==> src/rtl/alarm_pkg.sv <==
// Shared definitions for the car-alarm timer: interval encodings,
// timer state encoding and the width of a programmable time value.
package alarm_pkg;

    localparam int TIME_W = 4;

    typedef logic [TIME_W-1:0] time_t;
    typedef logic [1:0]        interval_t;

    localparam interval_t INT_ARM       = 2'd0;
    localparam interval_t INT_DRIVER    = 2'd1;
    localparam interval_t INT_PASSENGER = 2'd2;
    localparam interval_t INT_ALARM     = 2'd3;

    typedef enum logic [1:0] {
        ST_IDLE   = 2'd0,
        ST_COUNT  = 2'd1,
        ST_EXPIRE = 2'd2
    } timer_state_t;

endpackage

==> src/rtl/alarm_timer_sequencer_tick_divider.sv <==
// Free-running one-second prescaler. Counts 0..TICK_DIV-1 and flags the
// last count as the tick; a clear restarts the second from zero.
module tick_divider #(
    parameter int TICK_DIV = 27_000_000
) (
    input  logic clock,
    input  logic reset,
    input  logic clear,
    output logic tick
);

    localparam int                CNT_W = (TICK_DIV > 1) ? $clog2(TICK_DIV) : 1;
    localparam logic [CNT_W-1:0]  LAST  = CNT_W'(TICK_DIV - 1);

    logic [CNT_W-1:0] r_count;

    // Advance the prescaler, wrapping at the last count; clear restarts the second.
    always_ff @(posedge clock) begin
        if (reset || clear) begin
            r_count <= {CNT_W{1'b0}};
        end else if (r_count == LAST) begin
            r_count <= {CNT_W{1'b0}};
        end else begin
            r_count <= r_count + CNT_W'(1);
        end
    end

    // Tick is decoded from the counter register only, so it carries no input path.
    assign tick = (r_count == LAST);

endmodule

==> src/rtl/alarm_timer_sequencer.sv <==
// Countdown sequencer for the car-alarm FSM. Holds the four programmable
// delays, runs the selected interval at one-second resolution and returns
// a one-cycle expired pulse. All outputs come straight from registers.
module alarm_timer_sequencer
    import alarm_pkg::*;
#(
    parameter int TICK_DIV            = 27_000_000,
    parameter int T_ARM_DEFAULT       = 6,
    parameter int T_DRIVER_DEFAULT    = 8,
    parameter int T_PASSENGER_DEFAULT = 15,
    parameter int T_ALARM_DEFAULT     = 10
) (
    input  logic       clock,
    input  logic       reset,
    input  logic       start_timer,
    input  logic [1:0] interval,
    input  logic       reprogram,
    input  logic [1:0] time_param_sel,
    input  logic [3:0] time_value,
    output logic       expired,
    output logic       busy,
    output logic [3:0] remaining,
    output logic       blink
);

    time_t        r_param [4];
    timer_state_t r_state;
    time_t        r_remaining;
    logic         r_expired;
    logic         r_busy;
    logic         r_blink;

    logic         w_tick;
    time_t        w_start_value;

    tick_divider #(
        .TICK_DIV (TICK_DIV)
    ) u_tick_divider (
        .clock (clock),
        .reset (reset),
        .clear (start_timer),
        .tick  (w_tick)
    );

    // The parameter file is read here with the pre-write contents, so a
    // same-edge reprogram of the selected entry does not affect this start.
    assign w_start_value = r_param[interval];

    // Parameter file: defaults on reset, single-entry write on reprogram.
    always_ff @(posedge clock) begin
        if (reset) begin
            r_param[INT_ARM]       <= TIME_W'(T_ARM_DEFAULT);
            r_param[INT_DRIVER]    <= TIME_W'(T_DRIVER_DEFAULT);
            r_param[INT_PASSENGER] <= TIME_W'(T_PASSENGER_DEFAULT);
            r_param[INT_ALARM]     <= TIME_W'(T_ALARM_DEFAULT);
        end else if (reprogram) begin
            r_param[time_param_sel] <= time_value;
        end
    end

    // Countdown FSM; a start always wins over tick or expiry so a restarted
    // interval never lets the old one fire.
    always_ff @(posedge clock) begin
        if (reset) begin
            r_state     <= ST_IDLE;
            r_remaining <= TIME_W'(0);
            r_expired   <= 1'b0;
            r_busy      <= 1'b0;
        end else begin
            r_expired <= 1'b0;
            case (r_state)
                ST_IDLE: begin
                    if (start_timer) begin
                        r_remaining <= w_start_value;
                        r_state     <= ST_COUNT;
                        r_busy      <= 1'b1;
                    end else begin
                        r_state <= ST_IDLE;
                        r_busy  <= 1'b0;
                    end
                end
                ST_COUNT: begin
                    if (start_timer) begin
                        r_remaining <= w_start_value;
                        r_state     <= ST_COUNT;
                        r_busy      <= 1'b1;
                    end else if (r_remaining == TIME_W'(0)) begin
                        r_state   <= ST_EXPIRE;
                        r_expired <= 1'b1;
                        r_busy    <= 1'b0;
                    end else if (w_tick) begin
                        if (r_remaining == TIME_W'(1)) begin
                            r_remaining <= TIME_W'(0);
                            r_state     <= ST_EXPIRE;
                            r_expired   <= 1'b1;
                            r_busy      <= 1'b0;
                        end else begin
                            r_remaining <= r_remaining - TIME_W'(1);
                        end
                    end else begin
                        r_state <= ST_COUNT;
                    end
                end
                ST_EXPIRE: begin
                    if (start_timer) begin
                        r_remaining <= w_start_value;
                        r_state     <= ST_COUNT;
                        r_busy      <= 1'b1;
                    end else begin
                        r_state <= ST_IDLE;
                        r_busy  <= 1'b0;
                    end
                end
                default: begin
                    r_state     <= ST_IDLE;
                    r_remaining <= TIME_W'(0);
                    r_busy      <= 1'b0;
                end
            endcase
        end
    end

    // Status LED blink: toggles on every one-second tick in any state.
    always_ff @(posedge clock) begin
        if (reset) begin
            r_blink <= 1'b0;
        end else if (w_tick) begin
            r_blink <= ~r_blink;
        end else begin
            r_blink <= r_blink;
        end
    end

    assign expired   = r_expired;
    assign busy      = r_busy;
    assign remaining = r_remaining;
    assign blink     = r_blink;

endmodule

==> config.mk <==
export PLATFORM = sky130hd
export DESIGN_NAME = alarm_timer_sequencer
export DESIGN_NICKNAME = d
export VERILOG_FILES = /design/src/rtl/alarm_pkg.sv /design/src/rtl/alarm_timer_sequencer_tick_divider.sv /design/src/rtl/alarm_timer_sequencer.sv
export SDC_FILE = /design/constraint.sdc
export NUM_CORES = 1
export LEC_CHECK = 0
export BUFFER_PORTS_ARGS = -buffer_cell sky130_fd_sc_hd__buf_4
export CAP_MARGIN = 20
export CORE_UTILIZATION = 60
export DETAILED_ROUTE_END_ITERATION = 10
export GPL_ROUTABILITY_DRIVEN = 0
export HOLD_SLACK_MARGIN = 0.06
export MAX_ROUTING_LAYER = met4
export PLACE_DENSITY = 0.83
export SLEW_MARGIN = 20
export SYNTH_ARGS = -nofsm -noshare
export SYNTH_HDL_FRONTEND = slang
export SYNTH_HIERARCHICAL = 1
export SYNTH_SLANG_ARGS = --single-unit
==> constraint.sdc <==
create_clock -name clock -period 3.4 [get_ports clock]
set_clock_uncertainty 0.2 [all_clocks]
set_input_delay 0.34 -clock clock [delete_from_list [all_inputs] [get_ports clock]]
set_output_delay 0.34 -clock clock [all_outputs]
set_load 0.02 [all_outputs]
==> flow_summary.ini <==
[status]
run_status = complete, no violations

[flow_run]
drv_cap = 0

[finish]
share_of_final_layout_standard_cells_stronger_than_drive_strength_1_pct = 18.8
multiInputGateArea_mm2 = 0.00118
fillerInstances = 275
insertedDiodeCount = 0
regArea_mm2 = 0.00116
syn_to_final_growth_pct = 10.6
finalNetCount = 270

[logic_synthesis]
asyncSetResetFlopFracSynth_pct = 0
synth_enable_flop_cells = 16
netlist_top_cells_area = sky130_fd_sc_hd__dfxtp_1 (28%), sky130_fd_sc_hd__edfxtp_1 (20%), sky130_fd_sc_hd__xnor2_1 (4.7%)
synthesis.area_mm2 = 0.00243
syn_area_per_cell_um2 = 10.3
post_synth_top_flop = sky130_fd_sc_hd__dfxtp_1
synth.top_cells.by_count = sky130_fd_sc_hd__dfxtp_1 (34), sky130_fd_sc_hd__nor2_1 (22), sky130_fd_sc_hd__edfxtp_1 (16), sky130_fd_sc_hd__xnor2_1 (13), sky130_fd_sc_hd__a21oi_1 (11)
postSynthCellCount = 237
synth.net_count = 252
yosys_warnings = 6
synth-seq-cells = 50
synthDistinctLibCells = 49
seq_area_frac_synth_pct = 47.8
post-synth-top-count-cell = sky130_fd_sc_hd__dfxtp_1
netlist.area_leader.share_pct = 28.0
post-synth-top-area-cell = sky130_fd_sc_hd__dfxtp_1

[sta]
fmax_ghz = 0.412
worst-slew-pin-transition_ns = 0.506
layout_setup_ws_ns = 0.970
slew_headroom_pct = 66.2
final_setup_tns_ns = 0
slew_violations = 0
hold_viol_final = 0
period_needed_ns = 2.43
layout_worst_path_cycle_share_pct = 71.5
grt_setup_unrepaired = no
setup_viol_count_final = 0

[route]
dr.pass1.iters = 4
routedWlPerCell_um = 14.6
vias_per_cell = 6.01
detailroute.wirelength.met2_mm = 2.15
wirelength_met1_mm = 2.05
first_iter_violations = 146
wl_mm = 4.42
post_route_drc = 0
vias = 1828
route.met3.wl_um = 160
routed.top_layer = met4
ant_nets = 0

[power]
share_clk_of_total_power_pct = 32.8
p_comb_share_pct = 9.2
total_power_w = 0.00113
power.density_cell_area_mw_per_mm2 = 421
p_sw_share_pct = 25.5
power_switching_w = 0.000289
peakVddDrop_v = 0.000366
seqPwrFrac_pct = 58.0
cellLeakagePower_nw = 0.876
internal_power_w = 0.000842

[critical_path]
worstPathBufferInverterCount = 1
cp_top_family = simple AND/OR/NAND/NOR gates
critPathLaunch = u_tick_divider/r_count[15]
cp.depth = 7
timing.critical_path.from_type = flop
cpMaxStageDelayCell = sky130_fd_sc_hd__nand4_1
worst_r2r_endpoint = busy
critical_path.reg2reg.startpoint = u_tick_divider/r_count[15]
maximum_net_fanout_on_the_critical_path = 10
end_kind = flop
worst_ep_arrival_time_ns = 2.42
critical_path.endpoint = busy
crit_path_cell_trace = and3_1 -> nand4_1 -> nor4_1 -> buf_4 -> a21oi_1 -> o311ai_0 -> a21boi_0
max_stage_delay_ns = 0.40
worst-r2r-cell-count = 7
regToRegSetupSlack_ns = 0.97
critical_path_rt_ns = 3.39
timing.setup.critical_path_class = reg -> reg

[clock_tree]
post_cts_hold_buffer_count = 0
cts_root_buffer = sky130_fd_sc_hd__clkbuf_8
postCtsResizedCells = 0
tritoncts.num_buffers = 5
tritoncts_clock_tree = done
cts_setup_buffers = 0
clk_transition_reported_paths_ns = 0.10
cts_max_path_buffers = 2
insertion_delay_ns = 0.31
cts.sinks = 50
ctsHtreeMaxLevel = 2

[global_route]
number_of_antenna_violations_at_the_first_check_in_global_routing = 0
gr-total-overflow = 0
grt.total_usage_pct = 23.0
number_of_global_route_vias_before_repair = 1645
pin_count_of_the_biggest_net_entering_global_routing = 19
grt_pass1_wl_mm = 7.36

[floorplanning]
core_mm2 = 0.00377
floorplan.rows = 22
die_h_um = 65.6
io_pins = 19
die-area_mm2 = 0.00431
die_x_um = 65.6
initial_utilization_pct = 64.4

[placement]
worst_setup_timing_slack_at_the_placement_stage_ns = 1.00
port_buffers = 18
post-dp-hpwl_mm = 3.10

[worst_hold_path]
hold_path_class = in -> reg
==> flip-flops by register name, indices dropped and copies added (netlist names) <==
| name | count |
|---|---|
| u_tick_divider/r_count | 25 |
| remaining | 4 |
| expired | 1 |
| blink | 1 |
| r_param | 16 |
| busy | 1 |
| r_state | 2 |
==> worst reg2reg max path, delay by kind of cell, from the launching register on <==
kind                   cells  cell delay, ns
buffers and inverters      1            0.23
and+or+nand+nor            3            0.96
DFF                        1            0.39
AOI/OAI and AO/OA          3            0.54
==> through the flow <==
stage	area (um^2)	utilization, %	hold WS, ns	cells
after global placement	2590	68.7	0.266	296
after floorplan	2430	-	0.241	237
after detailed placement	2590	68.7	0.271	296
after CTS	2690	71.3	0.105	304
final	2690	71.3	0.109	304
after global routing	2690	71.3	0.106	304
==> routing by layer <==
| layer | vias to the layer above | global-route usage [%] |
|---|---|---|
| li1 | 918 | - |
| met1 | 865 | 30.4 |
| met2 | 36 | 34.3 |
| met3 | 9 | 5.56 |
| met4 | 0 | 8.42 |
| met5 | - | - |
==> logic make-up after synthesis <==
group | Yosys count | synth area share [%]
AND/OR/NAND/NOR | 102 | 24.4
flip-flops | 50 | 47.8
AO/OA/AOI/OAI | 46 | 13.7
buffers and inverters | 17 | 3.45
XOR/XNOR | 15 | 5.41
multiplexers | 4 | 3.71
adder cells (fa/ha/maj) | 3 | 1.54
==> cell usage in the layout (no fill, tap or decap), drive strengths merged, types with 8 or more instances in the layout <==
cell / count
dfxtp: 34
nor2: 22
buf: 21
edfxtp: 16
xnor2: 13
a21oi: 12
nand2b: 10
o21ai: 9
nand2: 9
nand4: 9
inv: 9
or3: 8
==> cell type report <==
cell class                 instances  share of cell area, %
multi-input combinational        170                   44.1
sequential                        50                   43.2
timing repair buffer              21                   5.87
clock buffer                       5                   2.56
tap                               48                   2.23
clock inverter                     3                   1.07
inverter                           7                  0.978
==> worst min-delay path by stage <==
stage / startpoint / to / slack (ns) / cells after the start
finish: time_value[3] / r_param[2][3] / 0.11 / 2
global route: time_value[3] / r_param[2][3] / 0.11 / 2
CTS: time_value[3] / r_param[2][3] / 0.10 / 2
detailed placement: u_tick_divider/r_count[0] / u_tick_divider/r_count[0] / 0.27 / 1
global placement: u_tick_divider/r_count[0] / u_tick_divider/r_count[0] / 0.27 / 1
floorplan: u_tick_divider/r_count[0] / u_tick_divider/r_count[0] / 0.24 / 1
==> power groups by stage <==
stage / clock [W] / sequential [W] / combinational [W]
final: 0.000371 / 0.000656 / 0.000104
after global routing: 0.000400 / 0.000659 / 0.000113
after CTS: 0.000376 / 0.000656 / 0.000104
after detailed placement: 0 / 0.000668 / 0.000103
after global placement: 0 / 0.000668 / 0.000100
after floorplan: 0 / 0.000667 / 0.0000688
Power figures use the tool's default switching activity.
